`src/rtl/pfb_ctrl_pkg.sv`:
```
// rtl/pfb_ctrl_pkg.sv - shared constants and helpers for the PFB tap sequencer
package pfb_ctrl_pkg;

  localparam int MAX_FFT_LOG2 = 11;
  localparam int MIN_FFT_LOG2 = 3;

  function automatic logic [3:0] clamp_fft_log2(input logic [3:0] v);
    if (v < 4'(MIN_FFT_LOG2)) return 4'(MIN_FFT_LOG2);
    if (v > 4'(MAX_FFT_LOG2)) return 4'(MAX_FFT_LOG2);
    return v;
  endfunction

  // True when ph is the final phase of a 2^nfft_log2 frame.
  function automatic logic ph_last(input logic [MAX_FFT_LOG2-1:0] ph,
                                   input logic [3:0]              nfft_log2);
    logic [MAX_FFT_LOG2:0] span;
    span = {{MAX_FFT_LOG2{1'b0}}, 1'b1} << nfft_log2;
    return ({1'b0, ph} == (span - {{MAX_FFT_LOG2{1'b0}}, 1'b1}));
  endfunction

endpackage

```
`src/rtl/pfb_vld_dly.sv`:
```
// rtl/pfb_vld_dly.sv - ce-gated delay line carrying {valid, phase, last} alongside the DSP cascade
module pfb_vld_dly #(
  parameter int LAT = 12,
  parameter int W   = 13
) (
  input  logic         clk_i,
  input  logic         rst_ni,
  input  logic         ce_i,
  input  logic [W-1:0] din_i,
  output logic [W-1:0] dout_o
);

  logic [LAT-1:0][W-1:0] sr_q;

  always_ff @(posedge clk_i or negedge rst_ni) begin
    if (!rst_ni) begin
      sr_q <= '0;
    end else if (ce_i) begin
      sr_q <= {sr_q[LAT-2:0], din_i};
    end
  end

  assign dout_o = sr_q[LAT-1];

endmodule

```
`src/rtl/pfb_tap_sequencer.sv`:
```
// rtl/pfb_tap_sequencer.sv - phase/strobe sequencer and output tracker for the PFB tap cascade
module pfb_tap_sequencer
  import pfb_ctrl_pkg::*;
#(
  parameter int LAT = 12
) (
  input  logic                    clk,
  input  logic                    reset_n,
  input  logic [3:0]              cfg_fft_log2,
  input  logic                    cfg_valid,
  input  logic                    s_tvalid,
  output logic                    s_tready,
  output logic [MAX_FFT_LOG2-1:0] phase_addr,
  output logic                    hist_we,
  output logic                    dsp_ce,
  input  logic [15:0]             dsp_p_i,
  input  logic [15:0]             dsp_p_q,
  output logic                    m_tvalid,
  input  logic                    m_tready,
  output logic [31:0]             m_tdata,
  output logic [MAX_FFT_LOG2-1:0] m_tuser,
  output logic                    m_tlast,
  output logic [3:0]              nfft_log2
);

  localparam int PW = MAX_FFT_LOG2;
  localparam int DW = PW + 2;

  logic          run_q;
  logic [PW-1:0] ph_q, ph_d;
  logic [3:0]    nfft_q, nfft_d;
  logic [3:0]    pend_val_q, pend_val_d;
  logic          pend_vld_q, pend_vld_d;
  logic          ce, acc, last_ph, apply;
  logic [DW-1:0] dly_in, dly_out;

  // A held output stalls every DSP stage, the tracker and the input together.
  assign ce       = !(m_tvalid && !m_tready);
  assign dsp_ce   = ce;
  assign s_tready = run_q && ce;
  assign acc      = s_tvalid && s_tready;
  assign last_ph  = ph_last(ph_q, nfft_q);
  assign apply    = pend_vld_q && ((ph_q == '0) || (acc && last_ph));

  always_comb begin
    ph_d       = ph_q;
    nfft_d     = nfft_q;
    pend_val_d = pend_val_q;
    pend_vld_d = pend_vld_q;
    if (acc) begin
      ph_d = last_ph ? '0 : ph_q + PW'(1);
    end
    if (apply) begin
      nfft_d     = pend_val_q;
      pend_vld_d = 1'b0;
    end
    if (cfg_valid) begin
      pend_val_d = clamp_fft_log2(cfg_fft_log2);
      pend_vld_d = 1'b1;
    end
  end

  always_ff @(posedge clk or negedge reset_n) begin
    if (!reset_n) begin
      run_q      <= 1'b0;
      ph_q       <= '0;
      nfft_q     <= 4'(MAX_FFT_LOG2);
      pend_val_q <= '0;
      pend_vld_q <= 1'b0;
    end else begin
      run_q      <= 1'b1;
      ph_q       <= ph_d;
      nfft_q     <= nfft_d;
      pend_val_q <= pend_val_d;
      pend_vld_q <= pend_vld_d;
    end
  end

  assign dly_in = {acc, ph_q, last_ph};

  pfb_vld_dly #(
    .LAT (LAT),
    .W   (DW)
  ) u_vld_dly (
    .clk_i  (clk),
    .rst_ni (reset_n),
    .ce_i   (ce),
    .din_i  (dly_in),
    .dout_o (dly_out)
  );

  assign m_tvalid   = dly_out[DW-1];
  assign m_tuser    = dly_out[DW-2:1];
  assign m_tlast    = dly_out[0];
  assign m_tdata    = {dsp_p_q, dsp_p_i};
  assign phase_addr = ph_q;
  assign hist_we    = acc;
  assign nfft_log2  = nfft_q;

endmodule

```
`config.mk`:
```
export PLATFORM = sky130hd
export DESIGN_NAME = pfb_tap_sequencer
export DESIGN_NICKNAME = d
export VERILOG_FILES = /design/src/rtl/pfb_ctrl_pkg.sv /design/src/rtl/pfb_vld_dly.sv /design/src/rtl/pfb_tap_sequencer.sv
export SDC_FILE = /design/constraint.sdc
export NUM_CORES = 1
export LEC_CHECK = 0
export ABC_AREA = 0
export BUFFER_PORTS_ARGS = -buffer_cell sky130_fd_sc_hd__buf_4
export CAP_MARGIN = 20
export CELL_PAD_IN_SITES_DETAIL_PLACEMENT = 0
export CELL_PAD_IN_SITES_GLOBAL_PLACEMENT = 2
export CORE_MARGIN = 4
export CORE_UTILIZATION = 42
export CTS_BUF_LIST = sky130_fd_sc_hd__clkbuf_4 sky130_fd_sc_hd__clkbuf_8
export DETAILED_ROUTE_END_ITERATION = 10
export PLACE_DENSITY = 0.87
export SKIP_CTS_REPAIR_TIMING = 1
export SLEW_MARGIN = 0
export SYNTH_ARGS = -nofsm -noshare
export SYNTH_HDL_FRONTEND = slang
export SYNTH_HIERARCHICAL = 1
export SYNTH_SLANG_ARGS = --single-unit
```
`constraint.sdc`:
```
create_clock -name clk -period 4.1 [get_ports clk]
set_clock_uncertainty 0.2 [all_clocks]
set_input_delay 1.025 -clock clk [delete_from_list [all_inputs] [get_ports clk]]
set_output_delay 1.025 -clock clk [all_outputs]
set_load 0.01 [all_outputs]
```
==> impl_metrics.ini <==
[status]
status = complete, no violations

[sta]
setup_ws_ps = 846
tns_ps = 0
setup_viol = 0
fin_crit_sh = 0.794
rsz0062_at_grt = no
hold_violations = 0
fmax_mhz = 307
holdWs_ps = 301
layout_min_cycle_time_ps = 3250
max_slew.worst_pin.slew_ps = 864
max_slew_margin = 0.424
slew_violations = 0

[worst_setup_path]
arrival_ps = 2030
r2r_slack_ps = 880
cp_max_fo = 13
required_ps = 2870
crit_type = in2out
end_kind = output port
crit_path_start_kind = input pin

[die]
dieArea_sq_mm = 0.0205
rows = 49
die_x_um = 143
initial_utilization = 0.428
dieHeight_um = 143
io_pins = 104
coreArea_sq_mm = 0.0180

[synthesis]
synth-edff-count = 0
synthTopCellsByArea = dfrtp_1 (57%), mux2_2 (24%), buf_4 (4.7%)
synth_top_area_share = 0.566
yosysWarnings = 6
synth.avg_cell_area_sq_um = 14.1
synth_cell_types = 50
synth_top_area_cell = dfrtp_1
syn_inst = 544
async_reset_ff_frac = 1.00
synth_ff_type = dfrtp_1
syn_nets = 588
ys_seq_elements = 177
syn-cell-area_sq_mm = 0.00769
seq_area_frac_synth = 0.576

[drt]
wl_per_cell_um = 15.2
num_vias = 3955
drtAntennaViolNets = 0
dr.pass1.iters = 4
drc = 0
avgViaCountPerCell = 5.14
wirelength_mm = 11.7
drt_iter0_markers = 238

[power]
internal_power_mw = 3.18
p_clk_frac = 0.272
power_density_mw_per_mm2 = 524
pwr-share-comb = 0.197
p_sw_mw = 1.09
swShare = 0.256
peakVddDrop_mv = 0.461
power_frac_seq = 0.532
p_leak_nw = 3.84

[global_route]
grt.busiest_layer = met2
first_global_vias = 4191
antenna_found_initial = 0
grt_max_degree = 158
grt_use_met2 = 0.200
grt_util_all_layers = 0.121
grt_overflow = 0
use_met3 = 0.0453
grt_pass1_wl_mm = 20.1
grt_use_met1 = 0.149

[job]
drv_cap = 0

[clock_tree]
path_clk_slew_ps = 80
cts_tree = yes
clock_latency_ps = 430
cts_buffer_depth = 2
h-tree-depth = 4
clkSinkCount = 177
numCtsBuffers = 17
cts_root_buf = clkbuf_8

[finish]
diodes = 0
regArea_sq_mm = 0.00443
drive_gt1_frac = 0.457
fillCellCount = 1602
area_delta_synth_final_pct = 5.91
multi_input_area_sq_mm = 0.00263
fin_util = 0.453
finalNetCount = 574
instances_no_fill = 769

[placed_design]
io_buffers = 39
gp_congestion = 0.786
dp_worst_setup_slack_ps = 787
dpl.cell_count = 740
dp_hpwl_mm = 7.44

[hold_path]
holdCritPathClass = reg2reg
[power groups by stage]
stage	Clock [mW]	Sequential (mW)	Combinational, mW
final	1.16	2.27	0.839
after global routing	1.29	2.32	0.920
after CTS	1.22	2.28	0.857
after detailed placement	0	2.31	0.856
after global placement	0	2.29	0.829
after floorplan	0	2.23	0.771
[per-layer routing]
layer / vias up / share of wire
met1: 2041 / 0.44
met4: 0 / 0.011
met2: 67 / 0.50
met5: - / 0
met3: 24 / 0.052
li1: 1823 / -
[area by class of cell]
class / instances / area share
clock inverter: 5 / 0.00968
clock buffer: 24 / 0.0383
multi-input combinational: 282 / 0.323
tap: 229 / 0.0352
sequential: 177 / 0.544
timing repair buffer: 44 / 0.0456
inverter: 8 / 0.00369
[synth_stat cells, drive strengths merged, types with 2 or more instances]
library cell / number
a31o: 4
dfrtp: 174
dfstp: 3
xnor2: 5
nor4b: 4
nor4: 2
ha: 3
nor2b: 2
nand4: 3
o21ai: 14
inv: 8
and3: 2
nor3: 5
mux2i: 2
a21oi: 12
o211ai: 2
nand2b: 3
or3: 3
nand3b: 2
nand3: 5
o21bai: 2
xor2: 3
clkbuf: 8
nand2: 11
buf: 69
o2111a: 2
mux2: 162
nor2: 10
and2: 3
[cells in the final DEF (no fill, tap or decap), types with 8 or more instances in the layout]
master,n
clkbuf_8,21
dfrtp_1,174
o21ai_0,14
nor2_1,10
a21oi_1,12
mux2_2,161
buf_4,40
inv_1,8
nand2_1,11
[state kept, by name, summed over array words and instances, names as in the netlist]
signal and flops:
u_vld_dly/sr_q 143, u_vld_dly/dout_o 13, phase_addr 11, nfft_log2 4, pend_val_q 4, pend_vld_q 1, run_q 1
[per-stage QoR]
stage / power, mW / cell area, sq um
6_report: 4.27 / 8140
5_1_grt: 4.53 / 8140
4_1_cts: 4.35 / 8140
3_5_place_dp: 3.17 / 7750
3_3_place_gp: 3.12 / 7750
2_1_floorplan: 3.00 / 7690
[final timing paths]
kind                                    start                  end  cells after the start
setup / recovery                     m_tready              hist_we                      6
hold / removal             u_vld_dly/sr_q[76]   u_vld_dly/sr_q[89]                      1
setup reg to reg                 nfft_log2[3]         nfft_log2[2]                      9
max in group asynchronous             reset_n         nfft_log2[3]                      2
min in group asynchronous             reset_n  u_vld_dly/sr_q[109]                      1
hold reg to reg            u_vld_dly/sr_q[76]   u_vld_dly/sr_q[89]                      1
[worst max-delay path: stages]
cell	delay, ps
buf_4	100
nand2b_4	140
and2_1	170
nand2_1	300
inv_1	120
buf_4	170
[cell families after synthesis]
family,after synthesis,share of synthesized area
buffers and inverters,85,0.0822
adders and majority gates,3,0.00488
other,1,0.000488
xor gates and xnor gates,8,0.00911
DFF,177,0.576
and+or+nand+nor,57,0.0420
AOI/OAI and AO/OA,49,0.0451
muxes,164,0.240
(Power assumes the default switching activity.)
